--- src/rtl/avr_dmem_arbiter_pkg.sv ---
// Shared encodings for the avr_soc data-memory arbiter: arbiter state and
// the bus owner used both for the live grant and the pending read return.
package avr_dmem_arbiter_pkg;

   typedef enum logic {
      ST_ARB  = 1'b0,
      ST_LOCK = 1'b1
   } arb_state_t;

   typedef enum logic [1:0] {
      OWN_NONE = 2'd0,
      OWN_CPU  = 2'd1,
      OWN_AUX  = 2'd2
   } owner_t;

endpackage

--- src/rtl/avr_dmem_arbiter.sv ---
// Single-port data SRAM arbiter: CPU has priority, aux master gets a forced
// grant after MAX_WAIT denied cycles and may lock the bus for short bursts.
module avr_dmem_arbiter
   import avr_dmem_arbiter_pkg::*;
#(
   parameter int ADDR_W   = 16,
   parameter int DATA_W   = 8,
   parameter int MAX_WAIT = 4,
   parameter int LOCK_MAX = 8
) (
   input  logic              clk,
   input  logic              reset,
   input  logic              cpu_req,
   input  logic              cpu_we,
   input  logic [ADDR_W-1:0] cpu_addr,
   input  logic [DATA_W-1:0] cpu_wdata,
   output logic              cpu_stall,
   output logic [DATA_W-1:0] cpu_rdata,
   output logic              cpu_rvalid,
   input  logic              aux_req,
   input  logic              aux_we,
   input  logic              aux_lock,
   input  logic [ADDR_W-1:0] aux_addr,
   input  logic [DATA_W-1:0] aux_wdata,
   output logic              aux_gnt,
   output logic [DATA_W-1:0] aux_rdata,
   output logic              aux_rvalid,
   output logic              mem_en,
   output logic              mem_we,
   output logic [ADDR_W-1:0] mem_addr,
   output logic [DATA_W-1:0] mem_wdata,
   input  logic [DATA_W-1:0] mem_rdata
);

   localparam int WAIT_W = $clog2(MAX_WAIT + 1);
   localparam int LOCK_W = $clog2(LOCK_MAX + 1);
   localparam logic [WAIT_W-1:0] WAIT_TOP = WAIT_W'(MAX_WAIT);
   localparam logic [LOCK_W-1:0] LOCK_TOP = LOCK_W'(LOCK_MAX);

   function automatic logic [WAIT_W-1:0] wait_sat_inc(input logic [WAIT_W-1:0] v);
      return (v == WAIT_TOP) ? v : v + WAIT_W'(1);
   endfunction

   function automatic logic [LOCK_W-1:0] lock_sat_inc(input logic [LOCK_W-1:0] v);
      return (v == LOCK_TOP) ? v : v + LOCK_W'(1);
   endfunction

   arb_state_t        state_q, state_d;
   logic [WAIT_W-1:0] wait_cnt_q, wait_cnt_d;
   logic [LOCK_W-1:0] lock_cnt_q, lock_cnt_d;
   logic [LOCK_W-1:0] lock_nxt;
   owner_t            gnt_p0;
   owner_t            rd_owner_p0, rd_owner_p1;

   // Stage p0: combinational grant and next-state decision
   always_comb begin
      gnt_p0     = OWN_NONE;
      state_d    = state_q;
      wait_cnt_d = wait_cnt_q;
      lock_cnt_d = lock_cnt_q;
      lock_nxt   = lock_sat_inc(lock_cnt_q);

      case (state_q)
         ST_ARB: begin
            if (aux_req && (wait_cnt_q == WAIT_TOP)) begin
               gnt_p0 = OWN_AUX;
            end else if (cpu_req) begin
               gnt_p0 = OWN_CPU;
            end else if (aux_req) begin
               gnt_p0 = OWN_AUX;
            end
            // A one-cycle burst limit leaves nothing to hold after the first grant.
            if ((gnt_p0 == OWN_AUX) && aux_lock && (LOCK_MAX > 1)) begin
               state_d    = ST_LOCK;
               lock_cnt_d = LOCK_W'(1);
            end
         end
         ST_LOCK: begin
            if (aux_req) begin
               gnt_p0 = OWN_AUX;
            end
            // The burst limit counts this cycle's grant, so LOCK_MAX grants in total.
            if (aux_req && aux_lock && (lock_nxt < LOCK_TOP)) begin
               lock_cnt_d = lock_nxt;
            end else begin
               state_d    = ST_ARB;
               lock_cnt_d = '0;
            end
         end
         default: begin
            state_d    = ST_ARB;
            lock_cnt_d = '0;
         end
      endcase

      if (!aux_req || (gnt_p0 == OWN_AUX) || (state_q == ST_LOCK)) begin
         wait_cnt_d = '0;
      end else begin
         wait_cnt_d = wait_sat_inc(wait_cnt_q);
      end

      if (reset) begin
         gnt_p0 = OWN_NONE;
      end
   end

   always_comb begin
      rd_owner_p0 = OWN_NONE;
      mem_we      = 1'b0;
      mem_addr    = '0;
      mem_wdata   = '0;
      case (gnt_p0)
         OWN_CPU: begin
            mem_we      = cpu_we;
            mem_addr    = cpu_addr;
            mem_wdata   = cpu_wdata;
            rd_owner_p0 = cpu_we ? OWN_NONE : OWN_CPU;
         end
         OWN_AUX: begin
            mem_we      = aux_we;
            mem_addr    = aux_addr;
            mem_wdata   = aux_wdata;
            rd_owner_p0 = aux_we ? OWN_NONE : OWN_AUX;
         end
         default: begin
            rd_owner_p0 = OWN_NONE;
         end
      endcase
   end

   assign mem_en    = (gnt_p0 != OWN_NONE);
   assign aux_gnt   = (gnt_p0 == OWN_AUX);
   assign cpu_stall = !reset && cpu_req && (gnt_p0 != OWN_CPU);

   always_ff @(posedge clk or posedge reset) begin
      if (reset) begin
         state_q     <= ST_ARB;
         wait_cnt_q  <= '0;
         lock_cnt_q  <= '0;
         rd_owner_p1 <= OWN_NONE;
      end else begin
         state_q     <= state_d;
         wait_cnt_q  <= wait_cnt_d;
         lock_cnt_q  <= lock_cnt_d;
         rd_owner_p1 <= rd_owner_p0;
      end
   end

   // Stage p1: SRAM read data returns; only the owner's valid qualifies it
   assign cpu_rvalid = (rd_owner_p1 == OWN_CPU);
   assign aux_rvalid = (rd_owner_p1 == OWN_AUX);
   assign cpu_rdata  = mem_rdata;
   assign aux_rdata  = mem_rdata;

endmodule

--- config.mk ---
export PLATFORM = sky130hd
export DESIGN_NAME = avr_dmem_arbiter
export DESIGN_NICKNAME = d
export VERILOG_FILES = /design/src/rtl/avr_dmem_arbiter_pkg.sv /design/src/rtl/avr_dmem_arbiter.sv
export SDC_FILE = /design/constraint.sdc
export NUM_CORES = 1
export LEC_CHECK = 0
export ABC_AREA = 1
export CORE_ASPECT_RATIO = 1.75
export CORE_UTILIZATION = 30
export CTS_CLUSTER_DIAMETER = 120
export CTS_CLUSTER_SIZE = 16
export DETAILED_ROUTE_END_ITERATION = 10
export PLACE_DENSITY = 0.81
export SLEW_MARGIN = 20
export SYNTH_ARGS = -nofsm -noshare
export SYNTH_HDL_FRONTEND = slang
export SYNTH_SLANG_ARGS = --single-unit
--- constraint.sdc ---
create_clock -name clk -period 2.4 [get_ports clk]
set_input_delay 0.6 -clock clk [delete_from_list [all_inputs] [get_ports clk]]
set_output_delay 0.6 -clock clk [all_outputs]
set_load 0.02 [all_outputs]
# Word level (Yosys, flattened, before mapping)
# Index checks and enable logic that the tools add are counted.
[word_totals] wordCells=51 out_inout_bits=46 reg_bits=10 in_bits=63
[classes] eq_ne=11 add_sub_neg=2 n_reduce_logical=11 n_lt_le_gt_ge=1 n_bitwise=1 mux=21
[op_table] cell="$pmux W16 S2" n=1
[op_table] cell="$pmux W8 S2" n=1
[op_table] cell="$mux W2" n=6
[op_table] cell="$mux W4" n=3
[op_table] cell="$eq A2 B2 Y1 const B" n=4
[op_table] cell="$pmux W2 S2" n=2
[op_table] cell="$pmux W4 S2" n=1
[op_table] cell="$logic_and A1 B1 Y1" n=6
[op_table] cell="$mux W3" n=2
[op_table] cell="$add A4 B1 Y4 const B" n=1
[op_table] cell="$eq A2 B1 Y1 const B" n=2
[op_table] cell="$eq A4 B4 Y1 const B" n=1
[op_table] cell="$lt A4 B4 Y1 const B" n=1
[op_table] cell="$ne A2 B2 Y1 const B" n=2
[op_table] cell="$pmux W1 S2" n=2
[op_table] cell="$add A3 B1 Y3 const B" n=1
[op_table] cell="$eq A3 B3 Y1 const B" n=1
[op_table] cell="$mux W1" n=3
[op_table] cell="$logic_not A1 Y1" n=2
[op_table] cell="$logic_or A1 B1 Y1" n=2
[op_table] cell="$ne A2 B1 Y1 const B" n=1
[op_table] cell="$reduce_bool A2 Y1" n=1
[op_table] cell="$not A1 Y1" n=1

# Longest topological paths before layout
# Gate-level depths: netlist of the first run.
[depth] depth_word=9 depth_mapped=11 ltp_nobuf=10

# Worst setup path after synthesis of the first run
# No wires, ideal clock.
[synth_path] path_kind="input port to output port" from="input reset" to="output mem_addr[0]" path_stages=7 required_time_ns=1.800 arrival_time_ns=2.032 path_buffers=1 path_slack_ns=-0.232 path_cell_list="inv_1 > nand2_1 > inv_1 > ha_1 > buf_4 > nand2_1 > a21oi_1"
[synth_via] elab_chain_len=3 word_cells_on_any_way=4 classes_between="2 x eq/ne; 2 x mux"
[synth_lines] element="from (decl)" line="avr_dmem_arbiter.sv:12" text="input logic reset,"
[synth_lines] element="$mux W2" line="avr_dmem_arbiter.sv:102" text="if (reset) begin"
[synth_lines] element="$eq A2 B2 Y1"
[synth_lines] element="named net aux_gnt" line="avr_dmem_arbiter.sv:25" text="output logic aux_gnt,"
[synth_lines] element="$pmux W16 S2" line="avr_dmem_arbiter.sv:112" text="case (gnt_p0)"
[synth_lines] element="to (decl)" line="avr_dmem_arbiter.sv:30" text="output logic [ADDR_W-1:0] mem_addr,"
# The timed path passes the listed nets, and every way through them passes these cells.

# Worst setup path in the final report of the first run
[layout_path] from="register wait_cnt_q[0]" to="output mem_wdata[1]"
[layout_via] elab_chain_len=8 word_cells_on_any_way=9 classes_between="3 x eq/ne; 5 x mux; 1 x reduce/logical"
[layout_lines] element="from (decl)" line="avr_dmem_arbiter.sv:49" text="logic [WAIT_W-1:0] wait_cnt_q, wait_cnt_d;"
[layout_lines] element="from (signal assigned)" line="avr_dmem_arbiter.sv:143" text="wait_cnt_q <= wait_cnt_d;"
[layout_lines] element="$eq A3 B3 Y1 *" line="avr_dmem_arbiter.sv:65" text="if (aux_req && (wait_cnt_q == WAIT_TOP)) begin"
[layout_lines] element="$logic_and A1 B1 Y1 *" line="avr_dmem_arbiter.sv:65"
[layout_lines] element="$mux W2 *" line="avr_dmem_arbiter.sv:65"
[layout_lines] element="$mux W2 *" line="avr_dmem_arbiter.sv:63" text="case (state_q)"
[layout_lines] element="$pmux W2 S2 *" line="avr_dmem_arbiter.sv:63"
[layout_lines] element="$mux W2 *" line="avr_dmem_arbiter.sv:102"
[layout_lines] element="$eq A2 B2 Y1 or $eq A2 B1 Y1 (tied branches)" line="avr_dmem_arbiter.sv:112"
[layout_lines] element="$pmux W8 S2 *" line="avr_dmem_arbiter.sv:112"
[layout_lines] element="to (decl)" line="avr_dmem_arbiter.sv:31" text="output logic [DATA_W-1:0] mem_wdata,"
# Mark *: on every way between the ends. The rest lies on a longest branch, timed or not. The select of a mux whose other input is x is not followed.

==> impl_results.md, run 1 <==
- Status: complete, but fails checks
- Failing checks: setup timing
- Total inserted antenna cells: 0
- Slew @ Worst Pin: 0.219 ns
- Unrepaired setup endpoints after global routing: yes
- Maximum vdd ir drop: 273 uV
- Critical path arrival: 2.10 ns
- Slowest-stage cell, CP: dfrtp_1
- Die height: 82.6 um
- Critical path capture point type: primary output
- RePlAce Congestion: 0.771
- Vias per std cell: 4.81
- Lkg Pwr: 1.09 nW
- YS warnings: 0
- Placed insts: 301
- Setup CP Type: flop to primary output
- Clk slew on worst S/H paths: about 0.05 ns
- Synth Cell Area: 1110 um^2
- Final worst slack: -0.302 ns
- Hold Path Origin: lock_cnt_q[3]$_DFFE_PP0P_
- Die Footprint: 3960 um^2
- Synth top area cells: nand2_1, dfrtp_1, buf_4
- Syn nets: 250
- # clock sinks: 10
- Drt initial violations: 31
- Worst Hold Path EP: lock_cnt_q[3]$_DFFE_PP0P_
- Drt pass-1 iters: 4
- Root buffer cell: clkbuf_8
- Synth Instances: 179
- Yosys reg bits: 10
- Worst setup SP type: flop
- Crit-path max cell delay: 0.38 ns
- Port bufs: 84
- Dpl ws: -0.980 ns
- Layout cells sized above 1: 48.9%
- Leading area contributor after synthesis: nand2_1
- Slew headroom: 85.4%
- CP Data Required Time: 1.80 ns
- CTS max path bufs: 2
- Skew final: 0.00406 ns
- CP cell instances: inv_1, ha_4, nand2_2, nand2_2, o21a_1, nand2_4, inv_4, ha_4, clkbuf_16, nand2_1, a21oi_2, buf_6
- Post-layout power: 817 uW
- Total CTS buffers: 3
- Hold crit path type: flop to flop
- Vias in the first global route: between 1000 and 1500
- Synth unique cells: 17
- CTS tree: yes
- Reg2reg start: wait_cnt_q[0]$_DFFE_PP0P_
- Total GRT Usage: between 10% and 20%
- Global-route wire length before repair: about 5.5 mm
- # setup viols final: 27
- Final TNS setup: -6.23 ns
- WL/cell: 15.8 um
- Ports: about 110
- Initial antenna violation count: 0
- H-tree depth: 1
- Row count: 28
- Worst reg2reg path endpoint: rd_owner_p1[0]$_DFF_PP0_
- Die width: 48.0 um
- Critical Path Fanout Max: 8
- Worst-Skew Late Latency: between 0.2 and 0.25 ns
- Hold Buf Count CTS: 0
- Sequential cell area fraction in the yosys report: 22.5%
- Nets: 346
- Syn Area/Cell: 6.21 um^2
- DRC viols: 0
- Final hold violation count: 0
- Max Cap Viol: 0
- Final worst path period share: 113%
- Core Region: 3470 um^2
- Hold Path Stages: 2
- Total grt overflow: 0
- Final ANT Viol Nets: 0
- Initial core utilization: about 32%
- Fin. max-slew vios: 0
- Yosys top cell area share: 23.3%
- Crit path time final: 2.70 ns
- Commonest non-fill, non-tap cells in the layout: clkdlybuf4s50_1, nand2_1, nand2_2, buf_4, buf_6
- Largest net degree at the start of global routing: 21
- Fmax: 0.370 GHz
- CP top delay family: buffers and inverters
- Min Hold Slack: 0.575 ns
- Finished Layout Cells: 319
- PD cells: 311 nW/um^2
- Dpl hpwl: 2.96 mm
- Worst R2R Path Depth: 11
- Drt total wl: 5.03 mm
- Vias: 1533
- Layout area overhead: 136%
- Most common cell after layout, fill and taps aside: clkdlybuf4s50_1
- Worst path bufs/invs: 4
- Flop2flop setup slack: around 0.65 ns
[synth_stat cells]
| cell | instances |
|---|---|
| nor2_1 | 12 |
| buf_4 | 19 |
| dfrtp_1 | 10 |
| a21oi_1 | 25 |
| buf_2 | 2 |
| nor2_2 | 1 |
| inv_2 | 1 |
| o21a_1 | 1 |
| xnor2_1 | 1 |
| o21ai_0 | 1 |
| buf_6 | 2 |
| ha_1 | 8 |
| nand3_2 | 2 |
| inv_1 | 16 |
| nand3_1 | 8 |
| nand2_1 | 69 |
| nand4_1 | 1 |
[tightest hold or removal path, delay by kind of cell (launching register included)]
kind	cells	cell delay [ns]
flip-flops	1	0.39
buffers and inverters	1	0.09
AND/OR/NAND/NOR	1	0.06
[repair_timing]
action,CTS,global route
hold endpoints to repair,0,0
gates cloned,1,6
setup endpoints to repair,28,28
gates resized for setup,160,74
pin swaps,4,22
setup buffers,3,4
[sequential cells by signal (all words and copies together), names as in the netlist]
signal and count:
lock_cnt_q 4, state_q 1, wait_cnt_q 3, rd_owner_p1 2
[how the worst max path moves through the flow]
stage | to | cells after the start | slack [ns] | start
floorplan | mem_addr[0] | 8 | 0.05 | aux_req
global placement | mem_addr[4] | 11 | -0.92 | aux_req
detailed placement | mem_addr[4] | 10 | -0.98 | aux_req
CTS | mem_addr[11] | 11 | -0.22 | wait_cnt_q[0]$_DFFE_PP0P_
global route | mem_wdata[1] | 12 | -0.36 | wait_cnt_q[0]$_DFFE_PP0P_
finish | mem_wdata[1] | 12 | -0.30 | wait_cnt_q[0]$_DFFE_PP0P_
[area by class of cell]
| class | instances | area, um^2 |
|---|---|---|
| Timing Repair Buffer | 114 | 1230 |
| Inverter | 17 | 75.1 |
| Tap cell | 45 | 56.3 |
| Clock buffer | 4 | 55.1 |
| Fill cell | 239 | 843 |
| Sequential cell | 10 | 250 |
| Multi-Input combinational cell | 129 | 962 |
[layer usage]
metal / GRT usage [%] / wire length [um] / vias up
met4: 5.83 / 104 / 0
li1: - / - / 733
met3: 2.39 / 240 / 15
met2: 38.0 / 3000 / 72
met1: 18.6 / 1680 / 713
met5: 0 / 0 / -
[power breakdown]
part	leakage [nW]	switching (mW)	internal [mW]	total, mW
Sequential	0.135	0.00973	0.178	0.188
Combinational	0.921	0.190	0.227	0.417
Clock	0.0288	0.0686	0.144	0.213
Total	1.09	0.268	0.549	0.817
[kinds of logic (layout without fill, tap and decap cells)]
group           Yosys count  count (layout)  share of synthesized area, %
xor+xnor                  1               1                         0.788
simple gates             93              93                          33.9
buf+inv                  40             135                          21.5
compound gates           27              27                          12.4
fa+ha+maj                 8               8                          9.00
flops                    10              10                          22.5
[stage by stage]
stage                     cell area [um^2]  utilization, %
after global routing                  2630            75.7
after CTS                             2190            63.3
after detailed placement              2080            60.0
after floorplan                       1200               -
final                                 2630            75.7
after global placement                2080            60.0
Power figures use the tool's default switching activity.
==> run 2, diff against run 1 <==
- ABC_AREA: 1 -> 0
- CORE_UTILIZATION: 30 -> 29
- PLACE_DENSITY: 0.81 -> 0.82
==> run 2 against run 1 <==
Effect of this change: combinational power down 24%; count of clock-buffer cells in the layout down 1; die area down 4.5%; flip-flop and latch count unchanged; wire length down 15%; the flow still finishes with violations (setup timing); register-to-register slack worse by 0.02 ns; fmax down 0.44%.
==> impl_results.md, run 2 <==
- Failing checks: setup timing
- Skew final: 0.00344 ns (-0.000620 ns)
- Unrepaired setup endpoints after global routing: yes
- Most common cell after layout, fill and taps aside: clkdlybuf4s50_1
- # setup viols final: 26 (-3.7%)
- Synth top cells by count: a22o_1, buf_4, dfrtp_1
- Flop2flop setup slack: 0.63 ns (-0.02 ns)
- H-tree depth: 1 (unchanged)
- Most Frequent Cell on Critical Path: buf_6
- CTS max path bufs: 2 (unchanged)
- Die height: 80.6 um (-2.3%)
- WL/cell: 17.2 um (+9.1%)
- Initial antenna violation count: 0 (unchanged)
- Synth Instances: 113 (-37%)
- Synth unique cells: 28 (+11)
- Slew headroom: 77.0% (-8.4 points)
- Total grt overflow: 0 (unchanged)
- Total inserted antenna cells: 0 (unchanged)
- Vias per std cell: 5.14 (+7.1%)
- Syn Area/Cell: 9.07 um^2 (+46%)
- Largest Register: lock_cnt_q
- Hold crit path type: flop to flop
- Maximum vdd ir drop: 362 uV (+33%)
- Commonest non-fill, non-tap cells in the layout: clkdlybuf4s50_1, buf_6, a22o_4, buf_4, dfrtp_1
- Crit-path max cell delay: 0.26 ns (-0.12 ns)
- Slew @ Worst Pin: 0.342 ns (+0.123 ns)
- Layout cells sized above 1: 49.5% (+0.60 points)
- Dpl ws: -1.14 ns (-0.155 ns)
- Root buffer cell: clkbuf_8
- Post-synth EDFFs: 0 (unchanged)
- Max Cap Viol: 0 (unchanged)
- Dpl hpwl: 3.06 mm (+3.5%)
- Sequential cell area fraction in the yosys report: 24.4% (+1.9 points)
- RePlAce Congestion: 0.802 (+4.0%)
- Worst reg2reg path endpoint: rd_owner_p1[0]$_DFF_PP0_
- Fillers: 251 (+5.0%)
- Crit path time final: 2.71 ns (+0.0119 ns)
- Vias in the first global route: 1383 (+2.0%)
- Clk slew on worst S/H paths: 0.05 ns (about the same)
- Critical path arrival: 2.11 ns (about the same)
- Worst-Skew Late Latency: 0.23 ns (about the same)
- Largest net degree at the start of global routing: 11 (-48%)
- Reg area: 250 um^2 (unchanged)
- Die width: 46.9 um (-2.3%)
- Finished Layout Cells: 249 (-22%)
- CP startpoint: reset
- Ports: 109 (unchanged)
- CTS tree: yes
- Slowest-stage cell, CP: dlygate4sd2_1
- # clock sinks: 10 (unchanged)
- Total CTS buffers: 3 (unchanged)
- Layout area overhead: 132%
- Final worst slack: -0.314 ns (-0.0119 ns)
- Largest register FFs: 4 (unchanged)
- CP Data Required Time: 1.80 ns (about the same)
- Synth Cell Area: 1020 um^2 (-7.9%)
- CP cell instances: dlygate4sd2_1, clkinvlp_4, nand3_4, buf_6, ha_4, and2_4, buf_12, a22o_4, buf_6
- Initial core utilization: 30.5% (-1.6 points)
- Fin. max-slew vios: 0 (unchanged)
- Global-route wire length before repair: 6.33 mm (+14%)
- Final hold violation count: 0 (unchanged)
- Syn nets: 184 (-26%)
- YS warnings: 0 (unchanged)
- Ys async rst share: 100% (unchanged)
- Yosys top cell area share: 24.4% (+1.1 points)
- Placed insts: 234 (-22%)
- Critical path capture point type: primary output
- Core Region: 3360 um^2 (-3.0%)
- Worst setup SP type: input port
- Final ANT Viol Nets: 0 (unchanged)
- Fmax: 0.368 GHz (-0.44%)
- Leading area contributor after synthesis: dfrtp_1
- Most numerous cell in the Yosys netlist: a22o_1
- Setup CP Type: input port to primary output
- Prevailing post-synth register cell: dfrtp_1
- Final worst path period share: 113% (+0.50 points)
- Largest regs: lock_cnt_q (4), wait_cnt_q (3), rd_owner_p1 (2)
- Total GRT Usage: 23.0% (+3.9 points)
- Drt total wl: 4.28 mm (-15%)
- PD cells: 282 nW/um^2 (-9.4%)
- Core Util, Final: 70.8% (-4.9 points)
- Nets: 277 (-20%)
- Lkg Pwr: 1.08 nW (-0.30%)
- DRC viols: 0 (unchanged)
- Yosys reg bits: 10 (unchanged)
- Die Footprint: 3780 um^2 (-4.5%)
- Post-layout power: 672 uW (-18%)
- Drt initial violations: 29 (-6.5%)
- CP Capture Point: mem_wdata[3]
- Worst R2R Path Depth: 9 (-2)
- Hold Buf Count CTS: 0 (unchanged)
- Synth top area cells: dfrtp_1, a22o_1, buf_4
- Drt pass-1 iters: 4 (unchanged)
- Vias: 1281 (-16%)
- Row count: 28 (unchanged)
- Status: complete, but fails checks
- Multi-input logic area: 907 um^2 (-5.7%)
- Critical Path Fanout Max: 6 (-2)
- Port bufs: 84 (unchanged)
- Reg2reg start: wait_cnt_q[0]$_DFFE_PP0P_
run 2: metrics by stage:
step,setup TNS [ns],hold WS [ns],cell area (um^2)
2_1_floorplan,-2.01,0.417,1300
3_3_place_gp,-27.79,0.514,2120
3_5_place_dp,-28.91,0.532,2120
4_1_cts,-7.33,0.540,2360
5_1_grt,-8.55,0.601,2380
6_report,-7.10,0.563,2380
run 2: per-layer routing:
layer	track usage (%)	routed length [um]
met1	21.9	1400
met2	43.1	2210
met3	8.31	600
met4	6.57	71
met5	0	0
run 2: worst min-delay path by stage:
stage,from,end,slack (ns),cells past startpoint
global placement,wait_cnt_q[0]$_DFFE_PP0P_,wait_cnt_q[0]$_DFFE_PP0P_,0.51,2
CTS,wait_cnt_q[0]$_DFFE_PP0P_,wait_cnt_q[0]$_DFFE_PP0P_,0.54,2
floorplan,reset,lock_cnt_q[0]$_DFFE_PP0P_,0.42,1
detailed placement,wait_cnt_q[0]$_DFFE_PP0P_,wait_cnt_q[0]$_DFFE_PP0P_,0.53,2
global route,wait_cnt_q[0]$_DFFE_PP0P_,wait_cnt_q[0]$_DFFE_PP0P_,0.60,2
finish,wait_cnt_q[0]$_DFFE_PP0P_,wait_cnt_q[0]$_DFFE_PP0P_,0.56,2
run 2: power by group:
group	total (mW)	internal, mW	switching, mW	leakage, nW
Combinational	0.315	0.191	0.124	0.926
Clock	0.171	0.110	0.0620	0.0216
Sequential	0.185	0.177	0.00822	0.135
Total	0.672	0.478	0.194	1.08
run 2: final cells by class:
type                       count  area share (%)
timing repair buffer         107            45.9
tap                           45            2.36
inverter                       8            1.42
clock buffer                   3            1.73
multi-input combinational     76            38.1
sequential                    10            10.5
run 2: logic make-up (layout without fill, tap and decap cells):
| group | after synthesis | count (layout) | share of synthesized area, % |
|---|---|---|---|
| compound gates | 32 | 32 | 26.6 |
| xor+xnor | 1 | 1 | 0.855 |
| simple gates | 31 | 34 | 17.5 |
| buf+inv | 30 | 118 | 19.9 |
| flops | 10 | 10 | 24.4 |
| fa+ha+maj | 8 | 8 | 9.77 |
| mux | 1 | 1 | 0.977 |
run 2: what timing repair did:
| action | 4_1_cts | 5_1_grt |
|---|---|---|
| endpoints found under the setup margin | 28 | 27 |
| buffers inserted | 7 | 1 |
| pin swaps | 14 | 4 |
| hold endpoints to repair | 0 | 0 |
| resized for setup | 187 | 5 |
| cloned | 4 | 0 |
run 2: worst max-delay path: cells and delay by family:
| kind | cells | cell delay (ns) |
|---|---|---|
| adder cells (fa/ha/maj) | 1 | 0.15 |
| buffers and inverters | 5 | 0.81 |
| AND/OR/NAND/NOR | 2 | 0.31 |
| AO/OA/AOI/OAI | 1 | 0.24 |
==> run 3, diff against run 2 <==
- CORE_UTILIZATION: 29 -> 30
- PLACE_DENSITY: 0.82 -> 0.85
- clock period: 2.4 -> 3.3 ns (I/O delays scaled with it)
==> run 3 against run 2 <==
Effect of this change: the run now ends clean; non-clock buffer count shrank 10; flip-flop and latch count unchanged; global-route usage up 0.46 points; die area down 3.2%; register-to-register slack better by 0.77 ns; highest routed layer unchanged.
==> impl_results.md, run 3 (synthesis results as in run 2) <==
- Status: complete, no violations
- RePlAce Congestion: 0.966 (+20%)
- CP startpoint: reset
- CTS tree: yes
- Reg area: 250 um^2 (unchanged)
- Skew final: 0.00704 ns (+0.00360 ns)
- Sequential power share: 28.9% (+1.3 points)
- Max Cap Viol: 0 (unchanged)
- CP Depth: 9 (unchanged)
- Most common cell after layout, fill and taps aside: clkdlybuf4s50_1
- Flop2flop setup slack: 1.40 ns (+0.77 ns)
- Worst-Skew Late Latency: 0.23 ns (about the same)
- Die width: 46.2 um (-1.6%)
- Critical path arrival: 2.33 ns (+0.22 ns)
- Critical Path Fanout Max: 7 (+1)
- # setup viols final: 0 (-100%)
- Worst R2R Path Depth: 9 (unchanged)
- Total inserted antenna cells: 0 (unchanged)
- Vias in the first global route: 1259 (-9.0%)
- Largest Register: lock_cnt_q
- Largest regs: lock_cnt_q (4), wait_cnt_q (3), rd_owner_p1 (2)
- CP Capture Point: mem_wdata[2]
- Ports: 109 (unchanged)
- Die height: 79.3 um (-1.6%)
- Slowest-stage cell, CP: dlygate4sd2_1
- Fmax: 0.317 GHz
- Clock group share of total power: 33.1% (+7.6 points)
- Largest register FFs: 4 (unchanged)
- H-tree depth: 1 (unchanged)
- WL/cell: 18.4 um (+6.9%)
- Crit path time final: between 3 and 4 ns
- CP Data Required Time: 2.47 ns (+0.67 ns)
- Reg2reg start: wait_cnt_q[0]$_DFFE_PP0P_
- Hold Buf Count CTS: 0 (unchanged)
- Net Sw Frac: 27.5% (-1.4 points)
- Row count: 27 (-3.6%)
- PD cells: 252 nW/um^2 (-11%)
- Hold crit path type: flop to flop
- Maximum vdd ir drop: 230 uV (-37%)
- Slew @ Worst Pin: 0.301 ns (-0.0413 ns)
- Clk slew on worst S/H paths: 0.05 ns (about the same)
- Commonest non-fill, non-tap cells in the layout: clkdlybuf4s50_1, a22o_1, buf_2, buf_4, dfrtp_1
- CP cell instances: dlygate4sd2_1, inv_2, nand3_4, buf_4, ha_1, and2_4, buf_4, a22o_1, clkbuf_4
- Final worst path period share: between 90% and 100%
- Layout cells sized above 1: 29.5% (-20 points)
- Dpl ws: -0.681 ns (+0.454 ns)
- Layout area overhead: 80.3%
- CP top delay family: buffers and inverters
- Min Hold Slack: 0.461 ns (-0.101 ns)
- Worst path bufs/invs: 5 (unchanged)
- Fin. max-slew vios: 0 (unchanged)
- Critical path capture point type: primary output
- Root buffer cell: clkbuf_8
- Dpl hpwl: 3.29 mm (+7.5%)
- Drt pass-1 iters: 4 (unchanged)
- Setup CP Type: input port to primary output
- Vias per std cell: 5.09 (-1.1%)
- Drt initial violations: 19 (-34%)
- Total grt overflow: 0 (unchanged)
- Worst reg2reg path endpoint: rd_owner_p1[0]$_DFF_PP0_
- Initial core utilization: 31.9% (+1.5 points)
- Port bufs: 84 (unchanged)
- Internal Power: 338 uW (-29%)
- Worst setup SP type: input port
- Fillers: 302 (+20%)
- Lkg Pwr: 0.861 nW (-20%)
- # clock sinks: 10 (unchanged)
- Total GRT Usage: 23.5% (+0.46 points)
- Unrepaired setup endpoints after global routing: no
- Largest net degree at the start of global routing: 13 (+2)
- Die Footprint: 3660 um^2 (-3.2%)
- Nets: 265 (-4.3%)
- Core Region: 3210 um^2 (-4.6%)
- Total CTS buffers: 3 (unchanged)
- Combinational share of power: 38.0% (-8.9 points)
- Most Frequent Cell on Critical Path: buf_4
- Slew headroom: 79.8% (+2.8 points)
- Drt total wl: 4.34 mm (+1.3%)
- Initial antenna violation count: 0 (unchanged)
- Final worst slack: 0.149 ns (+0.463 ns)
- Sw Pwr: 128 uW (-34%)
- Vias: 1201 (-6.2%)
- Global-route wire length before repair: 6.15 mm (-2.7%)
- Multi-input logic area: 624 um^2 (-31%)
- CTS max path bufs: 2 (unchanged)
- Final hold violation count: 0 (unchanged)
- Final ANT Viol Nets: 0 (unchanged)
- DRC viols: 0 (unchanged)
- Crit-path max cell delay: 0.25 ns (about the same)
==> run 3: cell count changes in the layout (fill, tap and decap cells not counted), moves of 3 or more <==
cell | before | now
ha_4 | 5 | 1
inv_1 | 4 | 7
buf_6 | 30 | 4
buf_4 | 15 | 12
ha_1 | 3 | 7
a22o_4 | 20 | 0
a22o_1 | 3 | 23
buf_2 | 3 | 20
==> run 3: worst min-delay path by stage <==
stage / start / end / slack (ns) / cells after the start
final: wait_cnt_q[0]$_DFFE_PP0P_ / wait_cnt_q[0]$_DFFE_PP0P_ / 0.46 / 1
after global routing: wait_cnt_q[0]$_DFFE_PP0P_ / wait_cnt_q[0]$_DFFE_PP0P_ / 0.50 / 1
after CTS: wait_cnt_q[0]$_DFFE_PP0P_ / wait_cnt_q[0]$_DFFE_PP0P_ / 0.46 / 1
after detailed placement: wait_cnt_q[0]$_DFFE_PP0P_ / wait_cnt_q[0]$_DFFE_PP0P_ / 0.46 / 1
after global placement: wait_cnt_q[0]$_DFFE_PP0P_ / wait_cnt_q[0]$_DFFE_PP0P_ / 0.45 / 1
after floorplan: wait_cnt_q[0]$_DFFE_PP0P_ / wait_cnt_q[0]$_DFFE_PP0P_ / 0.44 / 1
==> run 3: final cells by class <==
| class | count | area share, % |
|---|---|---|
| multi-input cells | 74 | 33.8 |
| flip-flops and latches | 10 | 13.5 |
| repair buffers | 97 | 45.2 |
| inverters | 8 | 1.62 |
| well taps | 43 | 2.91 |
| clock buffers | 4 | 2.98 |
==> run 3: repair_timing <==
item	4_1_cts	5_1_grt
gates resized for setup	125	5
pin swaps	4	0
endpoints found under the setup margin	28	24
cloned	2	0
buffers inserted	1	0
==> run 3: metrics by stage <==
stage	TNS (ns)	power [mW]	std cells	cell area, um^2	util, %
2_1_floorplan	0	0.227	113	1020	-
3_3_place_gp	-14.08	0.309	229	1830	57.0
3_5_place_dp	-16.33	0.311	229	1830	57.0
4_1_cts	0	0.468	236	1850	57.7
5_1_grt	0	0.488	236	1850	57.6
6_report	0	0.466	236	1850	57.6
==> run 3: routing by layer <==
layer  vias up  GRT usage (%)  part of all wire [%]
met5         -              0                     0
met4         0           7.94                   2.3
met3        16           5.68                    13
met2        86           39.7                    47
met1       549           27.6                    38
li1        550              -                     -
==> run 3: power by group through the flow <==
stage               Clock, mW  Sequential [mW]  Combinational (mW)
floorplan                   0            0.136              0.0916
global placement            0            0.136               0.173
detailed placement          0            0.137               0.175
CTS                     0.156            0.135               0.177
global route            0.163            0.136               0.190
finish                  0.154            0.135               0.177
